**config.mk**
```make
export PLATFORM = sky130hd
export DESIGN_NAME = ball_layer_compositor_flat
export DESIGN_NICKNAME = d
export VERILOG_FILES = /design/src/rtl/ball_layer_compositor_if.sv /design/src/rtl/ball_layer_compositor.sv /design/src/flat_wrapper.sv
export SDC_FILE = /design/constraint.sdc
export NUM_CORES = 1
export LEC_CHECK = 0
export CAP_MARGIN = 20
export CELL_PAD_IN_SITES_DETAIL_PLACEMENT = 0
export CELL_PAD_IN_SITES_GLOBAL_PLACEMENT = 1
export CORE_MARGIN = 4
export CORE_UTILIZATION = 24
export DETAILED_ROUTE_END_ITERATION = 10
export PLACE_DENSITY = 0.9
export REMOVE_ABC_BUFFERS = 1
export SYNTH_ARGS = -nofsm -noshare
export SYNTH_HDL_FRONTEND = slang
export SYNTH_SLANG_ARGS = --single-unit
```
**constraint.sdc**
```tcl
create_clock -name clk -period 1.4 [get_ports clk]
set_input_delay 0.21 -clock clk [delete_from_list [all_inputs] [get_ports clk]]
set_output_delay 0.21 -clock clk [all_outputs]
set_load 0.05 [all_outputs]
```
**src/rtl/ball_layer_compositor_if.sv**
```systemverilog
// Object-bitmap to compositor bundle: per-object draw requests and colours in,
// the final pixel and the per-frame hit pulses out.
interface ball_layer_compositor_if #(
    parameter int NUM_BALLS = 4
);
    logic                     startOfFrame;
    logic [NUM_BALLS-1:0]     ballDrawingRequest;
    logic [NUM_BALLS*8-1:0]   ballRGB;
    logic                     playerDrawingRequest;
    logic [7:0]               playerRGB;
    logic                     ropeDrawingRequest;
    logic [7:0]               ropeRGB;
    logic [7:0]               backgroundRGB;
    logic [7:0]               RGBOut;
    logic [NUM_BALLS-1:0]     ropeHitBall;
    logic                     playerHitBall;

    // Producer side: VGA timing, object bitmaps and the downstream consumers.
    modport master (
        output startOfFrame,
        output ballDrawingRequest,
        output ballRGB,
        output playerDrawingRequest,
        output playerRGB,
        output ropeDrawingRequest,
        output ropeRGB,
        output backgroundRGB,
        input  RGBOut,
        input  ropeHitBall,
        input  playerHitBall
    );

    // Compositor side.
    modport slave (
        input  startOfFrame,
        input  ballDrawingRequest,
        input  ballRGB,
        input  playerDrawingRequest,
        input  playerRGB,
        input  ropeDrawingRequest,
        input  ropeRGB,
        input  backgroundRGB,
        output RGBOut,
        output ropeHitBall,
        output playerHitBall
    );
endinterface

```
**src/rtl/ball_layer_compositor.sv**
```systemverilog
// Ball layer compositor: priority pixel mux (player > rope > balls > background)
// and once-per-frame overlap detection between the balls and the rope/player.
// All outputs are registered, one pixel clock behind the inputs.
//
// state      | meaning
// WAIT_FRAME | after reset; mux runs, hit detection off until a full frame starts
// ACTIVE     | hit detection enabled; left only by reset
module ball_layer_compositor #(
    parameter int         NUM_BALLS            = 4,
    parameter logic [7:0] TRANSPARENT_ENCODING = 8'hFF
) (
    input logic                    clk,
    input logic                    resetN,
    ball_layer_compositor_if.slave bus
);

    localparam logic [0:0] WAIT_FRAME = 1'b0;
    localparam logic [0:0] ACTIVE     = 1'b1;

    logic [0:0]           state;
    logic [0:0]           state_next;
    logic                 detect_en;

    logic [NUM_BALLS-1:0] ropeFlag;
    logic [NUM_BALLS-1:0] ropeFlag_live;
    logic [NUM_BALLS-1:0] ropeFlag_next;
    logic [NUM_BALLS-1:0] ropeHit_next;
    logic                 playerFlag;
    logic                 playerFlag_live;
    logic                 playerFlag_next;
    logic                 playerHit_next;

    logic [7:0]           pixel_next;
    logic [7:0]           RGBOut_q;
    logic [NUM_BALLS-1:0] ropeHitBall_q;
    logic                 playerHitBall_q;

    assign bus.RGBOut        = RGBOut_q;
    assign bus.ropeHitBall   = ropeHitBall_q;
    assign bus.playerHitBall = playerHitBall_q;

    // Next-state logic: the first startOfFrame after reset opens detection for good.
    always_comb begin
        state_next = state;
        if (state == WAIT_FRAME && bus.startOfFrame) begin
            state_next = ACTIVE;
        end
    end

    // The startOfFrame cycle is already the first pixel of a complete frame,
    // so detection is trusted there even while still leaving WAIT_FRAME.
    assign detect_en = (state == ACTIVE) || bus.startOfFrame;

    // Frame start wipes the old frame's flags before this cycle's overlap is
    // judged, so an overlap on the very first pixel is a fresh hit.
    assign ropeFlag_live   = bus.startOfFrame ? '0   : ropeFlag;
    assign playerFlag_live = bus.startOfFrame ? 1'b0 : playerFlag;

    // Overlap detection runs on raw draw requests, independent of mux priority.
    always_comb begin
        ropeHit_next   = '0;
        playerHit_next = 1'b0;
        if (detect_en) begin
            ropeHit_next   = bus.ballDrawingRequest & ~ropeFlag_live
                             & {NUM_BALLS{bus.ropeDrawingRequest}};
            playerHit_next = bus.playerDrawingRequest & (|bus.ballDrawingRequest)
                             & ~playerFlag_live;
        end
        ropeFlag_next   = ropeFlag_live | ropeHit_next;
        playerFlag_next = playerFlag_live | playerHit_next;
    end

    // Priority mux, built lowest priority first so later assignments win.
    always_comb begin
        pixel_next = (bus.backgroundRGB == TRANSPARENT_ENCODING) ? 8'h00 : bus.backgroundRGB;
        for (int i = NUM_BALLS - 1; i >= 0; i--) begin
            if (bus.ballDrawingRequest[i]) begin
                pixel_next = bus.ballRGB[8*i +: 8];
            end
        end
        if (bus.ropeDrawingRequest) begin
            pixel_next = bus.ropeRGB;
        end
        if (bus.playerDrawingRequest) begin
            pixel_next = bus.playerRGB;
        end
    end

    // FSM state register.
    always_ff @(posedge clk or negedge resetN) begin
        if (!resetN) begin
            state <= WAIT_FRAME;
        end else begin
            state <= state_next;
        end
    end

    // Per-frame hit flags.
    always_ff @(posedge clk or negedge resetN) begin
        if (!resetN) begin
            ropeFlag   <= '0;
            playerFlag <= 1'b0;
        end else begin
            ropeFlag   <= ropeFlag_next;
            playerFlag <= playerFlag_next;
        end
    end

    // Output registers: pixel and single-cycle hit pulses share the same latency.
    always_ff @(posedge clk or negedge resetN) begin
        if (!resetN) begin
            RGBOut_q        <= 8'h00;
            ropeHitBall_q   <= '0;
            playerHitBall_q <= 1'b0;
        end else begin
            RGBOut_q        <= pixel_next;
            ropeHitBall_q   <= ropeHit_next;
            playerHitBall_q <= playerHit_next;
        end
    end

endmodule

```
**src/flat_wrapper.sv**
```systemverilog
// flat-port wrapper written by rule: the top's interface ports become plain ports
module ball_layer_compositor_flat 
#(
    parameter int         NUM_BALLS            = 4,
    parameter logic [7:0] TRANSPARENT_ENCODING = 8'hFF
)
  (clk, resetN, bus_startOfFrame, bus_ballDrawingRequest, bus_ballRGB, bus_playerDrawingRequest, bus_playerRGB, bus_ropeDrawingRequest, bus_ropeRGB, bus_backgroundRGB, bus_RGBOut, bus_ropeHitBall, bus_playerHitBall);
  ball_layer_compositor_if #(.NUM_BALLS(NUM_BALLS)) bus_i ();
  input logic clk;
  input logic resetN;
  input wire logic [$bits(bus_i.startOfFrame)-1:0] bus_startOfFrame;
  input wire logic [$bits(bus_i.ballDrawingRequest)-1:0] bus_ballDrawingRequest;
  input wire logic [$bits(bus_i.ballRGB)-1:0] bus_ballRGB;
  input wire logic [$bits(bus_i.playerDrawingRequest)-1:0] bus_playerDrawingRequest;
  input wire logic [$bits(bus_i.playerRGB)-1:0] bus_playerRGB;
  input wire logic [$bits(bus_i.ropeDrawingRequest)-1:0] bus_ropeDrawingRequest;
  input wire logic [$bits(bus_i.ropeRGB)-1:0] bus_ropeRGB;
  input wire logic [$bits(bus_i.backgroundRGB)-1:0] bus_backgroundRGB;
  output wire logic [$bits(bus_i.RGBOut)-1:0] bus_RGBOut;
  output wire logic [$bits(bus_i.ropeHitBall)-1:0] bus_ropeHitBall;
  output wire logic [$bits(bus_i.playerHitBall)-1:0] bus_playerHitBall;
  assign bus_i.startOfFrame = bus_startOfFrame;
  assign bus_i.ballDrawingRequest = bus_ballDrawingRequest;
  assign bus_i.ballRGB = bus_ballRGB;
  assign bus_i.playerDrawingRequest = bus_playerDrawingRequest;
  assign bus_i.playerRGB = bus_playerRGB;
  assign bus_i.ropeDrawingRequest = bus_ropeDrawingRequest;
  assign bus_i.ropeRGB = bus_ropeRGB;
  assign bus_i.backgroundRGB = bus_backgroundRGB;
  assign bus_RGBOut = bus_i.RGBOut;
  assign bus_ropeHitBall = bus_i.ropeHitBall;
  assign bus_playerHitBall = bus_i.playerHitBall;
  ball_layer_compositor #(.NUM_BALLS(NUM_BALLS), .TRANSPARENT_ENCODING(TRANSPARENT_ENCODING)) u_core (.clk(clk), .resetN(resetN), .bus(bus_i));
endmodule
```
# After elaboration in Yosys (flattened, before gate mapping)
# Cells that the tools add are included.
dict set report totals {
  regBits 19
  latch_bits 0
  ramBits 0
  mem_bits_ro 0
  input_bits 65
  out_inout_bits 13
  elab_cells 30
  mem_count 0
}
dict set report classes {
  n_addsub 0
  n_mul 0
  div 0
  n_lt_le_gt_ge 0
  eq_ne 1
  n_shift 0
  muxes 11
  bitwise_logic 9
  reduce_logical 3
}
# op count
set ops {}
lappend ops {{2-to-1 mux 8 bit} 7}
lappend ops {{AND 4 bit} 2}
lappend ops {{== test 8 bit (second input constant)} 1}
lappend ops {{2-to-1 mux 4 bit} 2}
lappend ops {{inverter 4 bit} 1}
lappend ops {{OR 4 bit} 1}
lappend ops {{OR reduction 4 bit} 1}
lappend ops {{AND 1 bit} 2}
lappend ops {{2-to-1 mux 1 bit} 2}
lappend ops {{inverter 1 bit} 2}
lappend ops {{logical AND 1 bit} 1}
lappend ops {{logical OR 1 bit} 1}
lappend ops {{OR 1 bit} 1}

# Longest topological paths before layout
dict set report depth {
  ltp_word 8
  ltp_mapped 5
  depth_no_buf 4
}

# Least setup slack after synthesis
# OpenSTA, ideal clock, no wires.
dict set report synth_timing {
  kind {register to register}
  start {register u_core.state}
  end {register u_core.ropeFlag[0]}
  setup_ps 134
  t_arrival_ps 1000
  required_ps 1266
  path_slack_ps 266
  stages_incl_launch_ff 5
  path_buffers 0
  period_less_slack_ps 1134
  path_cell_list {dfrtp_1 > or2_2 > and2_1 > nand2_1 > o21ai_0}
}
dict set report synth_between {
  elab_chain_len 3
}
# element line
set synth_rtl {}
lappend synth_rtl {{start, declared} ball_layer_compositor.sv:20} ;# logic [0:0] state;
lappend synth_rtl {{start signal, assigned} ball_layer_compositor.sv:94} ;# state <= state_next;
lappend synth_rtl {{logical OR 1 bit} ball_layer_compositor.sv:52} ;# assign detect_en = (state == ACTIVE) || bus.startOfFrame;
lappend synth_rtl {{2-to-1 mux 4 bit} ball_layer_compositor.sv:63} ;# if (detect_en) begin
lappend synth_rtl {{OR 4 bit} ball_layer_compositor.sv:69} ;# ropeFlag_next = ropeFlag_live | ropeHit_next;
lappend synth_rtl {{via u_core.ropeFlag_next[0]} ball_layer_compositor.sv:26} ;# logic [NUM_BALLS-1:0] ropeFlag_next;
lappend synth_rtl {{end signal, assigned} ball_layer_compositor.sv:104} ;# ropeFlag <= ropeFlag_next;
lappend synth_rtl {{end, declared} ball_layer_compositor.sv:24} ;# logic [NUM_BALLS-1:0] ropeFlag;
# The timed path passes the listed nets, and every way through them passes these cells.
# A chain may end at the register's enable or synchronous reset.

# Final worst setup path
dict set report layout_timing {
  start {input bus_backgroundRGB[1]}
  end {register u_core.RGBOut_q[1] (netlist: u_core.bus.RGBOut[1])}
}
dict set report layout_between {
  elab_chain_len 8
}
# element line
set layout_rtl {}
lappend layout_rtl {{start, declared} flat_wrapper.sv:18} ;# input wire logic [$bits(bus_i.backgroundRGB)-1:0] bus_backgroundRGB;
lappend layout_rtl {{== test 8 bit} ball_layer_compositor.sv:75} ;# pixel_next = (bus.backgroundRGB == TRANSPARENT_ENCODING) ? 8'h00 : bus.backgroundRGB;
lappend layout_rtl {{2-to-1 mux 8 bit *} ball_layer_compositor.sv:75}
lappend layout_rtl {{2-to-1 mux 8 bit * (4 in a row)} ball_layer_compositor.sv:77} ;# if (bus.ballDrawingRequest[i]) begin
lappend layout_rtl {{2-to-1 mux 8 bit *} ball_layer_compositor.sv:81} ;# if (bus.ropeDrawingRequest) begin
lappend layout_rtl {{2-to-1 mux 8 bit *} ball_layer_compositor.sv:84} ;# if (bus.playerDrawingRequest) begin
lappend layout_rtl {{via u_core.pixel_next[1]} ball_layer_compositor.sv:33} ;# logic [7:0] pixel_next;
lappend layout_rtl {{end signal, assigned} ball_layer_compositor.sv:116} ;# RGBOut_q <= pixel_next;
lappend layout_rtl {{end, declared} ball_layer_compositor.sv:34} ;# logic [7:0] RGBOut_q;
# Mark *: on every way through the listed nets, which the timed path passes. The rest lies on a longest branch.

==> impl_metrics.ini <==
[yosys]
edff_count_synth = 0
yosysTopAreaCellShare = 0.4236
netlist_cell_types = 26
part_of_the_yosys_area_used_for_sequential_elements = 0.4236
synthArstFlopShare = 1.000
post_synthesis_cell_type_with_the_largest_combined_area = dfrtp_1
synthesis.area_per_instance_um2 = 8.979
synthesis.yosys.warnings = 0
synthesis.instances = 125
synthesized_area_um2 = 1122
synth-seq-cells = 19
yosys_most_used_dff = dfrtp_1
yosys-top-cells-area = dfrtp_1 (42%), a21oi_1 (8.9%), o32a_1 (7.1%)

[timing]
fmax_ghz = 0.7569
slew_headroom = 0.7614
worst_clock_skew_ns = 0.001758
timing.final.max_slew_violations = 0
hold_ws_ns = 0.2801
final_critical_path_time_including_i_o_delays_and_setup_ns = 1.321
unrepaired_setup_endpoints_after_global_routing = false
max_slew.worst_pin.slew_ns = 0.3547
setup_viol = 0
post-route-period-util = 0.9437
post-route-worst-setup-slack_ns = 0.07887
finalHoldViolCount = 0

[placement]
placed_cells_incl_taps = 263
place_hpwl_mm = 3.420
routability_congestion_estimate_from_global_placement = 0.8008
placement.setup.worst_slack_ns = -0.4855
io_buffer_count = 77
dpl_cell_area_um2 = 2150

[layout]
instances_no_fill = 270
layout.filler_cells = 418
syn2layout_area_growth_pct = 98.77
multiInputGateArea_um2 = 570.5
design_area_um2 = 2231
diodes = 0
regArea_um2 = 475.5
post_route_cells_drive_above_1_share = 0.2064
num-nets-final = 284

[worst_setup_path]
worst_ep_arrival_ns = 1.46
cp.buffers_inverters = 1
worstPathMaxFanout = 8
critical_path.reg2reg.endpoint = u_core.ropeFlag[0]$_DFF_PN0_
cp-end-kind = flip-flop
crit_path_start_kind = input port
cp_data_required_time_ns = 1.54
worst-setup-path-type = in -> reg
timing.rr.start = u_core.state$_DFFE_PN0P_
slowest_delay_ns = 0.49
path_cells = clkdlybuf4s50_1 -> nand4_1 -> o21ai_4 -> o32a_1 -> a21oi_1
top_cell_family_by_delay_on_the_critical_path = compound AO/OA/AOI/OAI gates
reg2regPathDepth = 4
slowest_stage = clkdlybuf4s50_1
rrSetupSlack_ns = 0.18

[pwr]
worst_ir_drop_vdd_v = 0.0003928
clock_power_share = 0.230
seq_power_share = 0.372
static_leakage_nw = 0.9183
power_density_nw_per_um2 = 753.7
power_switching_uw = 508.4
comb_power_share = 0.398
internal-power_mw = 1.173
netSwitchingFraction = 0.3024

[grt]
grt_antenna_before_repair = 0
grt_util_all_layers = 0.1392
grt_pass1_vias = 1374
grt_overflow = 0
grt_max_degree = 20
grt_first_pass_wirelength_mm = 6.561

[flow_run]
maxcap_viol_count = 0

[floorplanning]
fp-row-count = 24
chipHeight_um = 76.39
boundaryPins = 78
start_util = 0.2525
die_w_um = 76.39
fp.dieArea_um2 = 5835
floorplan.core_area_um2 = 4444

[detailed_routing]
drcViolationCount = 0
drt-vias-per-instance = 4.922
finalWirelength_mm = 4.125
post_drt_wl_per_cell_um = 15.28
postRouteAntennaNets = 0
dr_total_vias = 1329
drt-initial-drc-count = 93
first_pass_iters = 4

[clock_tree]
cts.path.max_buffers = 2
clockRootBuffer = clkbuf_8
cts.sink_count = 19
numCtsBuffers = 3
tritoncts_clock_tree = yes
clkSlewWorstSetupHoldPaths_ns = 0.07
clock_insertion_delay_worst_skew_ns = 0.25
h_tree_depth = 1

[run_status]
outcome = finished, final reports clean

[hold_path]
hp-class = in -> async
## layout make-up
class                   instances  area share
multi-input cells              91      0.2557
inverters                       7     0.01178
flip-flops and latches         19      0.2131
well taps                      52     0.02916
repair buffers                 97      0.4694
clock buffers                   3     0.01851
clock inverters                 1    0.002243
## per-layer routing
metal,track usage,share of wire
met1,0.1670,0.43
met2,0.2469,0.50
met3,0.02600,0.051
met4,0.04891,0.014
met5,0,0
## cell usage after synthesis, types with 2 or more instances
library cell  instances
a21oi_1              20
a21oi_2               2
a221oi_1              8
buf_6                 3
clkbuf_2              2
dfrtp_1              19
inv_1                 7
nand2_1               9
nand4_1               2
nor2_1                5
nor2b_1               7
o21ai_0              13
o22ai_1               7
o32a_1                8
or2_2                 2
## worst register-to-register path, cell delays in order (launching register included)
cell	delay, ns
dfrtp_1	0.43
or2_2	0.32
and2_1	0.20
nand2_1	0.07
o21ai_0	0.08
## registers in the layout, indices dropped and copies added, names as in the netlist
name / flops
u_core.playerFlag: 1
u_core.bus.RGBOut: 8
u_core.bus.ropeHitBall: 4
u_core.state: 1
u_core.ropeFlag: 4
u_core.bus.playerHitBall: 1
## placed cells by master, fill, tap and decap left out, types with 3 or more instances in the layout
cell type        netlist  routed
a221oi_1               8       8
nor2b_1                7       7
buf_12                 0      13
inv_1                  7       7
a21oi_1               20      20
clkbuf_8               1       3
nor2_1                 5       5
dfrtp_1               19      19
o21ai_0               13      13
buf_4                  0      20
o22ai_1                7       7
nand2_1                9       9
o32a_1                 8       8
dlygate4sd2_1          0       3
clkdlybuf4s50_1        0      61
## worst max path at each step
stage,start,to,cells past startpoint
final,bus_backgroundRGB[1],u_core.bus.RGBOut[1]$_DFF_PN0_,5
after global routing,bus_backgroundRGB[1],u_core.bus.RGBOut[1]$_DFF_PN0_,5
after CTS,bus_backgroundRGB[1],u_core.bus.RGBOut[1]$_DFF_PN0_,5
after detailed placement,bus_ballDrawingRequest[3],u_core.bus.RGBOut[1]$_DFF_PN0_,6
after global placement,bus_ballDrawingRequest[3],u_core.bus.RGBOut[1]$_DFF_PN0_,6
after floorplan,u_core.state$_DFFE_PN0P_,u_core.ropeFlag[0]$_DFF_PN0_,4
## power by group through the flow
stage               Sequential [mW]  Clock, mW  Combinational [mW]
floorplan                     0.732          0               0.125
global placement              0.635          0               0.661
detailed placement            0.637          0               0.666
CTS                           0.626      0.407               0.673
global route                  0.629      0.438               0.711
finish                        0.625      0.386               0.670
## cell families after synthesis
| kind of cell | count (synthesis) | synth area share |
|---|---|---|
| buffers and inverters | 15 | 0.08249 |
| AO/OA/AOI/OAI | 59 | 0.3400 |
| flip-flops | 19 | 0.4236 |
| AND/OR/NAND/NOR | 32 | 0.1538 |
## per-stage QoR
step           TNS, ns  utilization  power [mW]
6_report             0       0.5020       1.681
5_1_grt              0       0.5020       1.778
4_1_cts              0       0.5003       1.706
3_5_place_dp    -3.551       0.4837       1.303
3_3_place_gp    -3.450       0.4837       1.297
2_1_floorplan        0            -      0.8570
## repair_timing
action	CTS	global route
pin swaps	0	0
hold buffers	0	0
buffers inserted	3	0
resized for setup	5	1
endpoints found under the setup margin	8	5
Power figures use the tool's default switching activity.
